==> config.mk <==
export PLATFORM = sky130hd
export DESIGN_NAME = branch_resolve_unit
export DESIGN_NICKNAME = d
export VERILOG_FILES = /design/src/rtl/branch_pkg.sv /design/src/rtl/branch_comparator.sv /design/src/rtl/branch_resolve_unit.sv
export SDC_FILE = /design/constraint.sdc
export NUM_CORES = 1
export LEC_CHECK = 0
export ABC_AREA = 1
export BUFFER_PORTS_ARGS = -buffer_cell sky130_fd_sc_hd__buf_2
export CORE_AREA = 2 2 179 181
export CTS_CLUSTER_DIAMETER = 30
export DETAILED_ROUTE_END_ITERATION = 8
export DIE_AREA = 0 0 181 183
export PLACE_DENSITY = 0.86
export SYNTH_ARGS = -nofsm -noshare
export SYNTH_HDL_FRONTEND = slang
export SYNTH_HIERARCHICAL = 1
export SYNTH_SLANG_ARGS = --single-unit
==> constraint.sdc <==
create_clock -name clk_i -period 4.7 [get_ports clk_i]
set_clock_uncertainty 0.05 [all_clocks]
set_input_delay 0.94 -clock clk_i [delete_from_list [all_inputs] [get_ports clk_i]]
set_output_delay 0.94 -clock clk_i [all_outputs]
set_load 0.02 [all_outputs]
==> src/rtl/branch_pkg.sv <==
// Shared types and constants for the branch resolution pipeline.
package branch_pkg;

    localparam logic [2:0] F3_BEQ  = 3'b000;
    localparam logic [2:0] F3_BNE  = 3'b001;
    localparam logic [2:0] F3_BLT  = 3'b100;
    localparam logic [2:0] F3_BGE  = 3'b101;
    localparam logic [2:0] F3_BLTU = 3'b110;
    localparam logic [2:0] F3_BGEU = 3'b111;

    function automatic int tag_width(input int index_width);
        return 32 - index_width - 2;
    endfunction

    typedef struct packed {
        logic        valid;
        logic [31:0] pc;
        logic        hit;
        logic [31:0] btb_target;
    } ifid_meta_t;

    typedef struct packed {
        ifid_meta_t  base;
        logic        is_br;
        logic        is_jmp;
        logic        is_jalr;
        logic [2:0]  funct3;
    } idex_meta_t;

    // pc is kept word-aligned only; the low two bits never reach the BTB.
    typedef struct packed {
        logic        ctl;
        logic        taken;
        logic        hit;
        logic [29:0] pc_word;
        logic [31:0] target;
        logic [31:0] pcplus4;
    } exmem_meta_t;

endpackage

==> src/rtl/branch_comparator.sv <==
// Branch condition evaluation for the conditional branch funct3 encodings.
module branch_comparator
    import branch_pkg::*;
(
    input  logic [31:0] rs1,
    input  logic [31:0] rs2,
    input  logic [2:0]  funct3,
    output logic        cond
);

    always_comb begin
        cond = 1'b0;
        case (funct3)
            F3_BEQ:  cond = (rs1 == rs2);
            F3_BNE:  cond = (rs1 != rs2);
            F3_BLT:  cond = ($signed(rs1) <  $signed(rs2));
            F3_BGE:  cond = ($signed(rs1) >= $signed(rs2));
            F3_BLTU: cond = (rs1 <  rs2);
            F3_BGEU: cond = (rs1 >= rs2);
            default: cond = 1'b0;
        endcase
    end

endmodule

==> src/rtl/branch_resolve_unit.sv <==
// Carries prediction metadata IF->ID->EX->MEM, resolves control transfers in EX,
// and presents commit-side BTB/redirect signals plus saturating statistics.
module branch_resolve_unit
    import branch_pkg::*;
#(
    parameter  int INDEX_WIDTH = 6,
    localparam int TAG_WIDTH   = tag_width(INDEX_WIDTH)
) (
    input  logic                   clk_i,
    input  logic                   rst_ni,
    input  logic [31:0]            IF_pc_i,
    input  logic                   IF_btb_hit_i,
    input  logic [31:0]            IF_btb_rd_target_i,
    input  logic                   IFID_stall_i,
    input  logic                   IDEX_bubble_i,
    input  logic                   flush_i,
    input  logic                   ID_is_br_i,
    input  logic                   ID_is_jmp_i,
    input  logic                   ID_is_jalr_i,
    input  logic [2:0]             ID_funct3_i,
    input  logic [31:0]            EX_rs1_i,
    input  logic [31:0]            EX_rs2_i,
    input  logic [31:0]            EX_imm_i,
    output logic [INDEX_WIDTH-1:0] EXMEM_btb_wr_index_o,
    output logic [TAG_WIDTH-1:0]   EXMEM_btb_wr_tag_o,
    output logic [31:0]            EXMEM_btb_wr_target_o,
    output logic [31:0]            EXMEM_br_target_o,
    output logic [31:0]            EXMEM_pcplus4_o,
    output logic                   EXMEM_btb_hit_o,
    output logic                   EXMEM_br_decision_o,
    output logic                   EXMEM_is_jmp_o,
    output logic [31:0]            br_count_o,
    output logic [31:0]            mispredict_count_o
);

    localparam logic [31:0] COUNT_MAX = 32'hFFFF_FFFF;

    ifid_meta_t  ifid_q;
    idex_meta_t  idex_q;
    exmem_meta_t exmem_q;
    logic [31:0] br_count_q;
    logic [31:0] mis_count_q;

    logic        cond;
    logic        ex_ctl;
    logic        ex_taken;
    logic        ex_hit;
    logic [31:0] ex_rs1_sum;
    logic [31:0] ex_target;

    always_ff @(posedge clk_i or negedge rst_ni) begin
        if (!rst_ni) begin
            ifid_q <= '0;
        end else if (flush_i) begin
            ifid_q <= '0;
        end else if (!IFID_stall_i) begin
            ifid_q.valid      <= 1'b1;
            ifid_q.pc         <= IF_pc_i;
            ifid_q.hit        <= IF_btb_hit_i;
            ifid_q.btb_target <= IF_btb_rd_target_i;
        end
    end

    always_ff @(posedge clk_i or negedge rst_ni) begin
        if (!rst_ni) begin
            idex_q <= '0;
        end else if (flush_i || IDEX_bubble_i) begin
            idex_q <= '0;
        end else begin
            idex_q.base    <= ifid_q;
            idex_q.is_br   <= ID_is_br_i;
            idex_q.is_jmp  <= ID_is_jmp_i;
            idex_q.is_jalr <= ID_is_jalr_i;
            idex_q.funct3  <= ID_funct3_i;
        end
    end

    branch_comparator u_cmp (
        .rs1    (EX_rs1_i),
        .rs2    (EX_rs2_i),
        .funct3 (idex_q.funct3),
        .cond   (cond)
    );

    always_comb begin
        ex_rs1_sum = EX_rs1_i + EX_imm_i;
        ex_target  = idex_q.is_jalr ? (ex_rs1_sum & ~32'h1) : (idex_q.base.pc + EX_imm_i);
        ex_ctl     = idex_q.base.valid & (idex_q.is_br | idex_q.is_jmp);
        ex_taken   = idex_q.is_jmp | (idex_q.is_br & cond);
        // A hit whose stored target disagrees with the resolved one counts as a miss.
        ex_hit     = ex_ctl & idex_q.base.hit &
                     (~ex_taken | (idex_q.base.btb_target == ex_target));
    end

    always_ff @(posedge clk_i or negedge rst_ni) begin
        if (!rst_ni) begin
            exmem_q <= '0;
        end else if (flush_i) begin
            exmem_q <= '0;
        end else begin
            exmem_q.ctl     <= ex_ctl;
            exmem_q.taken   <= ex_ctl & ex_taken;
            exmem_q.hit     <= ex_hit;
            exmem_q.pc_word <= idex_q.base.pc[31:2];
            exmem_q.target  <= ex_target;
            exmem_q.pcplus4 <= idex_q.base.pc + 32'd4;
        end
    end

    // Counters read the current EX/MEM entry, so a commit coinciding with its flush still counts.
    always_ff @(posedge clk_i or negedge rst_ni) begin
        if (!rst_ni) begin
            br_count_q  <= '0;
            mis_count_q <= '0;
        end else if (exmem_q.ctl) begin
            if (br_count_q != COUNT_MAX) begin
                br_count_q <= br_count_q + 32'd1;
            end
            if ((exmem_q.hit != exmem_q.taken) && (mis_count_q != COUNT_MAX)) begin
                mis_count_q <= mis_count_q + 32'd1;
            end
        end
    end

    assign EXMEM_btb_wr_index_o  = exmem_q.pc_word[INDEX_WIDTH-1:0];
    assign EXMEM_btb_wr_tag_o    = exmem_q.pc_word[29:INDEX_WIDTH];
    assign EXMEM_btb_wr_target_o = exmem_q.target;
    assign EXMEM_br_target_o     = exmem_q.target;
    assign EXMEM_pcplus4_o       = exmem_q.pcplus4;
    assign EXMEM_btb_hit_o       = exmem_q.hit;
    assign EXMEM_br_decision_o   = exmem_q.taken;
    assign EXMEM_is_jmp_o        = exmem_q.ctl;
    assign br_count_o            = br_count_q;
    assign mispredict_count_o    = mis_count_q;

endmodule

==> run_results.csv <==
group,metric,value,unit
outcome,outcome,"finished, final reports clean",
power,p_clk_frac,0.514,
detailed_routing,vias,19150,
detailed_routing,routed_wl,63.31,mm
layout,multi_input_area,0.009002,mm^2
power,fin_total_pwr,8.137,mW
grt,grt_pass1_wl,98.70,mm
timing,fin_setup_tns,0,ns
place,routabilityCongestion,1.001,
timing,rsz0062_at_grt,"no",
grt,grtUsageTotal,0.3820,
grt,grt_max_degree,131,
detailed_routing,routedWlPerCell,18.14,um
worst_setup_path,crit_arrival,3.84,ns
power,p_sw_frac,0.2938,
timing,setup_slack,1.350,ns
clocking,max-clock-path-buffers,3,
yosys,synth_edf_count,0,
yosys,ys_types,42,
yosys,synth_top_flop_cell,"dfrtp_1",
detailed_routing,route.met2.wl,30.24,mm
yosys,synth_top_area_share,0.3985,
yosys,synth.area.top_cells,"dfrtp_1 40%, nand2_1 15%, inv_1 9.7%",
timing,relSlewSlack,0.1666,
clocking,clk_pin_slew,0.05,ns
clocking,insertion_delay,0.63,ns
yosys,syn-num-nets,2957,
yosys,syn_inst,2687,
layout,nNetsFinal,3310,
detailed_routing,drt_iter0_drc,1779,
detailed_routing,wl_met3,4.992,mm
grt,antenna_found_initial,4,
place,dp_hpwl,47.51,mm
place,io_buffers,364,
clocking,postCtsHoldBufs,0,
worst_setup_path,crit_required,5.19,ns
detailed_routing,drc,0,
floorplan,die_w,181,um
clocking,cts_max_level,2,
worst_setup_path,end_kind,"register",
clocking,cts_buffers,57,
clocking,clock_sinks,299,
clocking,cts_tree,"built",
yosys,ys_seq_elements,299,
power,p_seq_frac,0.338,
detailed_routing,routed_via_density,5.486,
yosys,synth.largest_area_cell,"dfrtp_1",
detailed_routing,top_layer,"met5",
floorplan,die_h,183,um
power,internal_power,5.747,mW
yosys,netlist_area,0.01878,mm^2
clocking,cts_root_buf,"clkbuf_16",
timing,finalCriticalPeriod,3.350,ns
timing,timing.final.hold_violations,0,
timing,setup_viol_count_final,0,
grt,grt.overflow.total,0,
timing,max_freq,0.2985,GHz
power,ir_drop,0.3462,mV
min_path,hp-class,"in -> async",
worst_setup_path,cp-start-kind,"input port",
run,maxCapViolations,0,
layout,drive_gt1_frac,0.1694,
yosys,yosys-top-cells-count,"761 x nand2_1, 483 x inv_1, 315 x nor2_1",
power,p_per_area,356.8,mW/mm^2
yosys,yosysMostFrequentCell,"nand2_1",
timing,fin_crit_sh,0.7127,
yosys,async_flop_share,1.000,
timing,drv_slew,0,
yosys,synth_seq_area_share,0.3985,
detailed_routing,wirelength_met1,24.77,mm
detailed_routing,dr.pass1.iters,6,
place,dp_slack,0.9028,ns
layout,syn_to_final_growth,21.48,%
yosys,yosysWarnings,6,
worst_setup_path,path_max_fanout,5,
layout,register_area,0.007482,mm^2
floorplan,pin_count,365,
floorplan,num_rows,65,
worst_setup_path,path_class,"in -> reg",
detailed_routing,ant_nets,0,
clocking,ctsResizeCount,0,
layout,fillCellCount,2438,
power,leakagePower,13.15,nW
floorplan,design.die.area,0.03312,mm^2
power,share_comb_of_total_power,0.148,
floorplan,core_area,0.03123,mm^2
power,power_switching,2.391,mW
worst_setup_path,r2r_cells,13,
grt,grt_pass1_vias,18850,
floorplan,start_util,0.6012,
yosys,syn_avg_cell_area,6.988,um^2
clocking,cts_setup_buffers,0,
timing,tightest_slew,1.250,ns
[power groups by stage]
stage / combinational [mW] / sequential (mW) / clock, mW
floorplan: 0.702 / 2.82 / 0
global placement: 1.15 / 2.78 / 0
detailed placement: 1.17 / 2.78 / 0
global route: 1.33 / 2.75 / 4.33
finish: 1.20 / 2.75 / 4.19
CTS: 1.19 / 2.74 / 4.20
[placed cells by master, fill, tap and decap left out, types with 19 or more instances in the layout]
master / instances
nor2_1: 315
nor3_1: 54
nand3_1: 209
nand4_1: 27
nor4_1: 19
buf_2: 363
ha_1: 96
o21ai_0: 93
xor2_1: 55
a21oi_1: 78
xnor2_1: 21
nand2_1: 760
clkbuf_16: 57
dfrtp_1: 299
inv_1: 483
[critical path, stage by stage]
cell     delay, ns
buf_2         0.11
ha_1          0.25
inv_1         0.11
fa_1          0.43
inv_1         0.11
nand3_1       0.09
nand2_2       0.14
nand2_1       0.06
nand2_1       0.15
xor2_1        0.16
nand2_1       0.06
o21ai_0       0.20
xor2_1        0.13
nor2_1        0.12
nand3_1       0.12
nor2_1        0.28
nand3_1       0.20
a21oi_1       0.16
[area by class of cell]
| type | instances | area share |
|---|---|---|
| Antenna cell | 1 | 0.0001097 |
| Clock buffer | 68 | 0.06698 |
| Clock inverter | 38 | 0.02112 |
| Inverter | 500 | 0.08229 |
| Multi-Input combinational cell | 1808 | 0.3947 |
| Sequential cell | 299 | 0.3280 |
| Tap cell | 402 | 0.02205 |
| Timing Repair Buffer | 374 | 0.08470 |
[registers in the layout, summed over array words and instances, names as in the netlist]
name                  cells
EXMEM_br_decision_o       1
EXMEM_br_target_o        32
EXMEM_btb_hit_o           1
EXMEM_btb_wr_index_o      6
EXMEM_btb_wr_tag_o       24
EXMEM_is_jmp_o            1
EXMEM_pcplus4_o          32
br_count_o               32
idex_q                   72
ifid_q                   66
mispredict_count_o       32
[routing by layer]
metal,up-vias,global-route usage
met1,8966,0.4646
met3,210,0.07149
met5,-,0
li1,9001,-
met2,966,0.6592
met4,4,0.1828
[kinds of logic (layout without fill, tap and decap cells)]
| group | Yosys count | in the layout | share of synthesized area |
|---|---|---|---|
| other | 0 | 1 | 0 |
| xor gates and xnor gates | 76 | 76 | 0.03545 |
| AOI/OAI and AO/OA | 192 | 192 | 0.05265 |
| and+or+nand+nor | 1442 | 1442 | 0.3249 |
| DFF | 299 | 299 | 0.3985 |
| buffers and inverters | 580 | 980 | 0.1224 |
| adders and majority gates | 98 | 98 | 0.06611 |
[worst paths after layout]
| kind | slack (ns) | endpoint | startpoint |
|---|---|---|---|
| min | 0.34 | ifid_q[23] | rst_ni |
| max reg2reg | 1.39 | EXMEM_btb_hit_o | idex_q[44] |
| max in group asynchronous | 3.17 | mispredict_count_o[3] | rst_ni |
| min reg2reg | 0.42 | idex_q[13] | ifid_q[7] |
| max | 1.35 | EXMEM_btb_hit_o | EX_imm_i[0] |
| min in group clk_i | 0.42 | idex_q[13] | ifid_q[7] |
[per-stage QoR]
stage / std cells / instance area [um^2] / hold slack (ns) / utilization
2_1_floorplan: 2687 / 18780 / 0.4052 / -
3_3_place_gp: 3383 / 20800 / 0.4151 / 0.6659
3_5_place_dp: 3383 / 20800 / 0.4204 / 0.6659
4_1_cts: 3489 / 22810 / 0.3757 / 0.7302
5_1_grt: 3489 / 22810 / 0.4172 / 0.7302
6_report: 3490 / 22810 / 0.3416 / 0.7303
Power figures use the tool's default switching activity.
